`config.mk`:
```
export PLATFORM = sky130hd
export DESIGN_NAME = flow_ctrl_fsm_param_flat
export DESIGN_NICKNAME = d
export VERILOG_FILES = /design/src/rtl/flow_ctrl_if.sv /design/src/rtl/flow_ctrl_fsm_param.sv /design/src/flat_wrapper.sv
export SDC_FILE = /design/constraint.sdc
export NUM_CORES = 1
export LEC_CHECK = 0
export ABC_AREA = 1
export BUFFER_PORTS_ARGS = -buffer_cell sky130_fd_sc_hd__buf_2
export CAP_MARGIN = 15
export CORE_MARGIN = 2
export CORE_UTILIZATION = 52
export DETAILED_ROUTE_END_ITERATION = 6
export GPL_TIMING_DRIVEN = 0
export PLACE_DENSITY_LB_ADDON = 0.1
export SYNTH_ARGS = -nofsm -noshare
export SYNTH_HDL_FRONTEND = slang
export SYNTH_SLANG_ARGS = --single-unit
```
`constraint.sdc`:
```
create_clock -name clk -period 2.3 [get_ports clk]
set_clock_uncertainty 0.2 [all_clocks]
set_input_delay 0.345 -clock clk [delete_from_list [all_inputs] [get_ports clk]]
set_output_delay 0.345 -clock clk [all_outputs]
set_load 0.005 [all_outputs]
```
`src/rtl/flow_ctrl_if.sv`:
```
// Config/probe and FIFO-bank bundle for the flow-control FSM.
// The master side drives thresholds, occupancy and error pulses; the slave side reports state and flags.
interface flow_ctrl_if #(
  parameter int NUM_FIFOS = 8,
  parameter int CNT_W     = 4
);
  logic                       init;
  logic [CNT_W-1:0]           umbral_bajo;
  logic [CNT_W-1:0]           umbral_alto;
  logic [NUM_FIFOS*CNT_W-1:0] fifo_count;
  logic [NUM_FIFOS-1:0]       fifo_error;
  logic [2:0]                 state;
  logic                       idle;
  logic                       active;
  logic                       error;
  logic [CNT_W-1:0]           bajo_q;
  logic [CNT_W-1:0]           alto_q;
  logic [NUM_FIFOS-1:0]       almost_empty;
  logic [NUM_FIFOS-1:0]       almost_full;
  logic                       pause;
  logic [NUM_FIFOS-1:0]       err_fifo;
  logic                       cfg_err;

  modport master (
    output init, umbral_bajo, umbral_alto, fifo_count, fifo_error,
    input  state, idle, active, error, bajo_q, alto_q,
           almost_empty, almost_full, pause, err_fifo, cfg_err
  );

  modport slave (
    input  init, umbral_bajo, umbral_alto, fifo_count, fifo_error,
    output state, idle, active, error, bajo_q, alto_q,
           almost_empty, almost_full, pause, err_fifo, cfg_err
  );
endinterface

```
`src/rtl/flow_ctrl_fsm_param.sv`:
```
// Flow-control FSM for a bank of NUM_FIFOS FIFOs: threshold capture, IDLE/ACTIVE tracking,
// per-FIFO almost_empty/almost_full flags, global pause and a sticky ERROR trap.
//
// state    | meaning
// ---------+-----------------------------------------------------------
// S_RESET  | post-reset, everything cleared; leaves on first edge
// S_INIT   | thresholds follow umbral_* while init=1; validated on exit
// S_IDLE   | all FIFOs empty
// S_ACTIVE | at least one FIFO holds data
// S_ERROR  | FIFO or threshold error trapped; only reset leaves
module flow_ctrl_fsm_param #(
  parameter int NUM_FIFOS = 8,
  parameter int CNT_W     = 4
) (
  input  logic           clk,
  input  logic           reset,
  flow_ctrl_if.slave     bus
);

  typedef enum logic [2:0] {
    S_RESET  = 3'd0,
    S_INIT   = 3'd1,
    S_IDLE   = 3'd2,
    S_ACTIVE = 3'd3,
    S_ERROR  = 3'd4
  } state_t;

  state_t               state_q, state_d;
  logic [CNT_W-1:0]     bajo_q, alto_q;
  logic [NUM_FIFOS-1:0] ae_q, af_q, ae_d, af_d;
  logic [NUM_FIFOS-1:0] err_fifo_q;
  logic                 cfg_err_q;
  logic                 load_thr;
  logic                 cfg_set;
  logic                 any_count;
  logic                 any_err;

  assign any_count = |bus.fifo_count;
  assign any_err   = |bus.fifo_error;

  always_comb begin
    state_d  = state_q;
    load_thr = 1'b0;
    cfg_set  = 1'b0;
    case (state_q)
      S_RESET: state_d = S_INIT;
      S_INIT: begin
        if (any_err) begin
          state_d = S_ERROR;
        end else if (bus.init) begin
          load_thr = 1'b1;
        end else if (bajo_q > alto_q) begin
          state_d = S_ERROR;
          cfg_set = 1'b1;
        end else begin
          state_d = S_IDLE;
        end
      end
      S_IDLE: begin
        if (any_err)        state_d = S_ERROR;
        else if (bus.init)  state_d = S_INIT;
        else if (any_count) state_d = S_ACTIVE;
      end
      S_ACTIVE: begin
        if (any_err)         state_d = S_ERROR;
        else if (bus.init)   state_d = S_INIT;
        else if (!any_count) state_d = S_IDLE;
      end
      S_ERROR: state_d = S_ERROR;
      default: state_d = S_RESET;
    endcase
  end

  // Flags are gated by the state being entered, so they read 0 whenever state is RESET/INIT/ERROR.
  always_comb begin
    ae_d = '0;
    af_d = '0;
    if (state_d == S_IDLE || state_d == S_ACTIVE) begin
      for (int i = 0; i < NUM_FIFOS; i++) begin
        ae_d[i] = (bus.fifo_count[i*CNT_W +: CNT_W] <= bajo_q);
        af_d[i] = (bus.fifo_count[i*CNT_W +: CNT_W] >= alto_q);
      end
    end
  end

  always_ff @(posedge clk) begin
    if (reset) begin
      state_q    <= S_RESET;
      bajo_q     <= '0;
      alto_q     <= '0;
      ae_q       <= '0;
      af_q       <= '0;
      err_fifo_q <= '0;
      cfg_err_q  <= 1'b0;
    end else begin
      state_q <= state_d;
      ae_q    <= ae_d;
      af_q    <= af_d;
      if (load_thr) begin
        bajo_q <= bus.umbral_bajo;
        alto_q <= bus.umbral_alto;
      end
      if (state_q != S_RESET) err_fifo_q <= err_fifo_q | bus.fifo_error;
      if (cfg_set) cfg_err_q <= 1'b1;
    end
  end

  assign bus.state        = state_q;
  assign bus.idle         = (state_q == S_IDLE);
  assign bus.active       = (state_q == S_ACTIVE);
  assign bus.error        = (state_q == S_ERROR);
  assign bus.bajo_q       = bajo_q;
  assign bus.alto_q       = alto_q;
  assign bus.almost_empty = ae_q;
  assign bus.almost_full  = af_q;
  assign bus.pause        = |af_q;
  assign bus.err_fifo     = err_fifo_q;
  assign bus.cfg_err      = cfg_err_q;

endmodule

```
`src/flat_wrapper.sv`:
```
// flat-port wrapper written by rule: the top's interface ports become plain ports
module flow_ctrl_fsm_param_flat 
#(
  parameter int NUM_FIFOS = 8,
  parameter int CNT_W     = 4
)
  (clk, reset, bus_init, bus_umbral_bajo, bus_umbral_alto, bus_fifo_count, bus_fifo_error, bus_state, bus_idle, bus_active, bus_error, bus_bajo_q, bus_alto_q, bus_almost_empty, bus_almost_full, bus_pause, bus_err_fifo, bus_cfg_err);
  flow_ctrl_if #(.NUM_FIFOS(NUM_FIFOS), .CNT_W(CNT_W)) bus_i ();
  input  logic clk;
  input  logic reset;
  input wire logic [$bits(bus_i.init)-1:0] bus_init;
  input wire logic [$bits(bus_i.umbral_bajo)-1:0] bus_umbral_bajo;
  input wire logic [$bits(bus_i.umbral_alto)-1:0] bus_umbral_alto;
  input wire logic [$bits(bus_i.fifo_count)-1:0] bus_fifo_count;
  input wire logic [$bits(bus_i.fifo_error)-1:0] bus_fifo_error;
  output wire logic [$bits(bus_i.state)-1:0] bus_state;
  output wire logic [$bits(bus_i.idle)-1:0] bus_idle;
  output wire logic [$bits(bus_i.active)-1:0] bus_active;
  output wire logic [$bits(bus_i.error)-1:0] bus_error;
  output wire logic [$bits(bus_i.bajo_q)-1:0] bus_bajo_q;
  output wire logic [$bits(bus_i.alto_q)-1:0] bus_alto_q;
  output wire logic [$bits(bus_i.almost_empty)-1:0] bus_almost_empty;
  output wire logic [$bits(bus_i.almost_full)-1:0] bus_almost_full;
  output wire logic [$bits(bus_i.pause)-1:0] bus_pause;
  output wire logic [$bits(bus_i.err_fifo)-1:0] bus_err_fifo;
  output wire logic [$bits(bus_i.cfg_err)-1:0] bus_cfg_err;
  assign bus_i.init = bus_init;
  assign bus_i.umbral_bajo = bus_umbral_bajo;
  assign bus_i.umbral_alto = bus_umbral_alto;
  assign bus_i.fifo_count = bus_fifo_count;
  assign bus_i.fifo_error = bus_fifo_error;
  assign bus_state = bus_i.state;
  assign bus_idle = bus_i.idle;
  assign bus_active = bus_i.active;
  assign bus_error = bus_i.error;
  assign bus_bajo_q = bus_i.bajo_q;
  assign bus_alto_q = bus_i.alto_q;
  assign bus_almost_empty = bus_i.almost_empty;
  assign bus_almost_full = bus_i.almost_full;
  assign bus_pause = bus_i.pause;
  assign bus_err_fifo = bus_i.err_fifo;
  assign bus_cfg_err = bus_i.cfg_err;
  flow_ctrl_fsm_param #(.NUM_FIFOS(NUM_FIFOS), .CNT_W(CNT_W)) u_core (.clk(clk), .reset(reset), .bus(bus_i));
endmodule
```
==> flow_metrics.tcl <==
set metrics [dict create \
    holdPathEnd "u_core.bus.err_fifo[2]" \
    yosys-top-cells-count "ha_1, nor2_1, inv_1, a21oi_1, nand2_1" \
    hpwlAfterDp_mm 5.56 \
    viasPerCell 5.12 \
    worstHoldStart "bus_fifo_error[2]" \
    register_area_sq_um 722 \
    die_h_microns 77.7 \
    holdPathStages 3 \
    r2r_slack_ps 180 \
    start_util 0.547 \
    grt_start_max_net_pins 14 \
    gp_congestion 0.796 \
    rsz0062_at_grt "no" \
    ant_nets 0 \
    cp_max_fo 11 \
    finalPower_mw 1.55 \
    routedWlPerCell_microns 13.5 \
    crit_path_end_kind "flop" \
    use_met3 0.0523 \
    dieArea_sq_um 6040 \
    synth_top_area_cell "ha_1" \
    cp.arrival_ps 2120 \
    setup_viol 0 \
    fin_nets 580 \
    hp-class "in2reg" \
    netlist.area_leader.share 0.301 \
    yosysSeqAreaShare 0.255 \
    synth_edf_count 0 \
    status "finished clean" \
    drt-total-wl_mm 7.18 \
    fin_ws_ps 177 \
    drive_gt1_frac 0.266 \
    insertion_delay_ps 300 \
    fp.coreArea_sq_um 5170 \
    power.density_nw_per_um2 442 \
    multi_input_area_sq_um 1860 \
    met1_usage 0.296 \
    slew_violations 0 \
    cts_tree "yes" \
    fmax_ghz 0.471 \
    worst_slew_pin_slew_ps 570 \
    period_minus_slack_ps 2120 \
    num-fill-cells 462 \
    n_antenna_cell 0 \
    syn_area_sq_um 2830 \
    yosysMostFrequentCell "ha_1" \
    pre_cts_ws_ps 55.3 \
    timing.max_cap.violations 0 \
    drt_iter0_drc 88 \
    num_rows 26 \
    maxSlewHeadroom 0.619 \
    synthCells 361 \
    finalCritPeriodShare 0.923 \
    synthFlopType "dfxtp_1" \
    vias 2723 \
    syn_nets 480 \
    numPortBuffers 90 \
    cts_buffers 5 \
    startpoint_type "flop" \
    synth_warnings 0 \
    fin_setup_tns_ps 0 \
    areaGrowthSynthToFinish_pct 24.1 \
    clk_pin_slew_worst_paths_ps 80 \
    track_usage 0.256 \
    cp.required_ps 2290 \
    rr_worst_depth 10 \
    final_hold_viol_count 0 \
    overflow 0 \
    drt-pass1-iter-count 4 \
    cts_buffer_depth 2 \
    die_w_microns 77.7 \
    grt_pass1_vias 2821 \
    max-vdd-ir-drop_mv 0.405 \
    ctsRootBufferMaster "clkbuf_8" \
    leakage_nw 1.92 \
    antenna_found_initial 0 \
    busiest_layer "met2" \
    synth-seq-cells 36 \
    synthDistinctLibCells 24 \
    htreeDepth 2 \
    yosys-top-cells-area "ha_1, dfxtp_1, nor2_1" \
    io_pins 91 \
    r2r-end "u_core.bus.state[1]" \
    grt_pass1_wl_mm 12.4 \
    synthArstFlopShare 0 \
    grt.met2_usage 0.465 \
    drc 0 \
    syn_area_per_cell_sq_um 7.83 \
    crit_type "reg2reg" \
    startpoint "u_core.bus.alto_q[0]" \
    clock-sinks 36 \
    timing.rr.start "u_core.bus.alto_q[0]" \
]
-- sequential cells by signal, summed over array words and instances (netlist names) --
signal and count:
u_core.bus.err_fifo 8, u_core.bus.state 3, u_core.bus.alto_q 4, u_core.bus.cfg_err 1, u_core.bus.almost_empty 8, u_core.bus.almost_full 8
u_core.bus.bajo_q 4
-- worst max path at each step --
stage	cells after the start	end
2_1_floorplan	12	u_core.bus.state[1]
3_3_place_gp	11	u_core.bus.state[1]
3_5_place_dp	11	u_core.bus.state[1]
4_1_cts	11	u_core.bus.state[1]
5_1_grt	10	u_core.bus.almost_empty[0]
6_report	10	u_core.bus.state[1]
-- what timing repair did --
item | CTS | global route
endpoints found under the setup margin | 0 | 11
setup buffers | 0 | 3
resized for setup | 0 | 2
hold buffers | 0 | 0
-- worst max-delay path, stage by stage, from the launching register on --
cell and delay [ps]:
dfxtp_1 690, ha_1 330, nand2_1 60, nor2_1 40
nor2_1 70, nand2_1 90, nand2_1 90, nand2_2 60
nand2_4 130, buf_12 200, inv_1 50
-- layout make-up --
cell class,instances,share of cell area
well taps,70,0.0250
clock inverters,3,0.0132
flip-flops and latches,36,0.206
multi-input cells,264,0.530
repair buffers,93,0.135
plain buffers,3,0.00820
clock buffers,5,0.0196
inverters,58,0.0631
-- cells in the final DEF, fill, tap and decap left out --
| cell type | instances |
|---|---|
| bufinv_16 | 1 |
| a21oi_1 | 42 |
| o21ai_0 | 16 |
| ha_1 | 68 |
| dfxtp_2 | 1 |
| clkbuf_8 | 5 |
| a32oi_1 | 8 |
| dfxtp_1 | 35 |
| nor4_1 | 2 |
| o211ai_1 | 1 |
| inv_6 | 1 |
| nor2_4 | 10 |
| nand2_1 | 38 |
| clkinvlp_4 | 2 |
| a211oi_2 | 1 |
| inv_2 | 2 |
| nand3_2 | 1 |
| buf_2 | 91 |
| nor2_1 | 58 |
| nand4_1 | 1 |
| buf_4 | 3 |
| inv_1 | 55 |
| nand2_2 | 2 |
| nand3_1 | 1 |
| nor2_2 | 1 |
| o21bai_1 | 11 |
| buf_12 | 1 |
| nor3_1 | 2 |
| clkbuf_1 | 1 |
| nand2_4 | 1 |
-- power breakdown --
group / switching, mW / internal (mW) / total, mW
registers: 0.0151 / 0.645 / 0.660
clock network: 0.265 / 0.327 / 0.592
logic: 0.167 / 0.132 / 0.299
total: 0.447 / 1.10 / 1.55
-- layer usage --
metal  up-vias  wire length, microns
met5         -                     0
met3         9                   438
li1       1404                     -
met1      1228                  3100
met4         0                   105
met2        82                  3540
-- through the flow --
stage / instance area (sq um) / hold WS, ps / cells / utilization
finish: 3510 / 87.9 / 532 / 0.678
global route: 3510 / 108 / 532 / 0.678
CTS: 3480 / 79.8 / 529 / 0.673
detailed placement: 3370 / 258 / 521 / 0.651
global placement: 3370 / 245 / 521 / 0.651
floorplan: 2830 / 260 / 361 / -
-- logic make-up (layout without fill, tap and decap cells) --
kind of cell,count (synthesis),count (layout),synth area share
DFF,36,36,0.255
adders and majority gates,68,68,0.301
AOI/OAI and AO/OA,79,79,0.164
buffers and inverters,61,162,0.0872
and+or+nand+nor,117,117,0.193
Power figures use the tool's default switching activity.
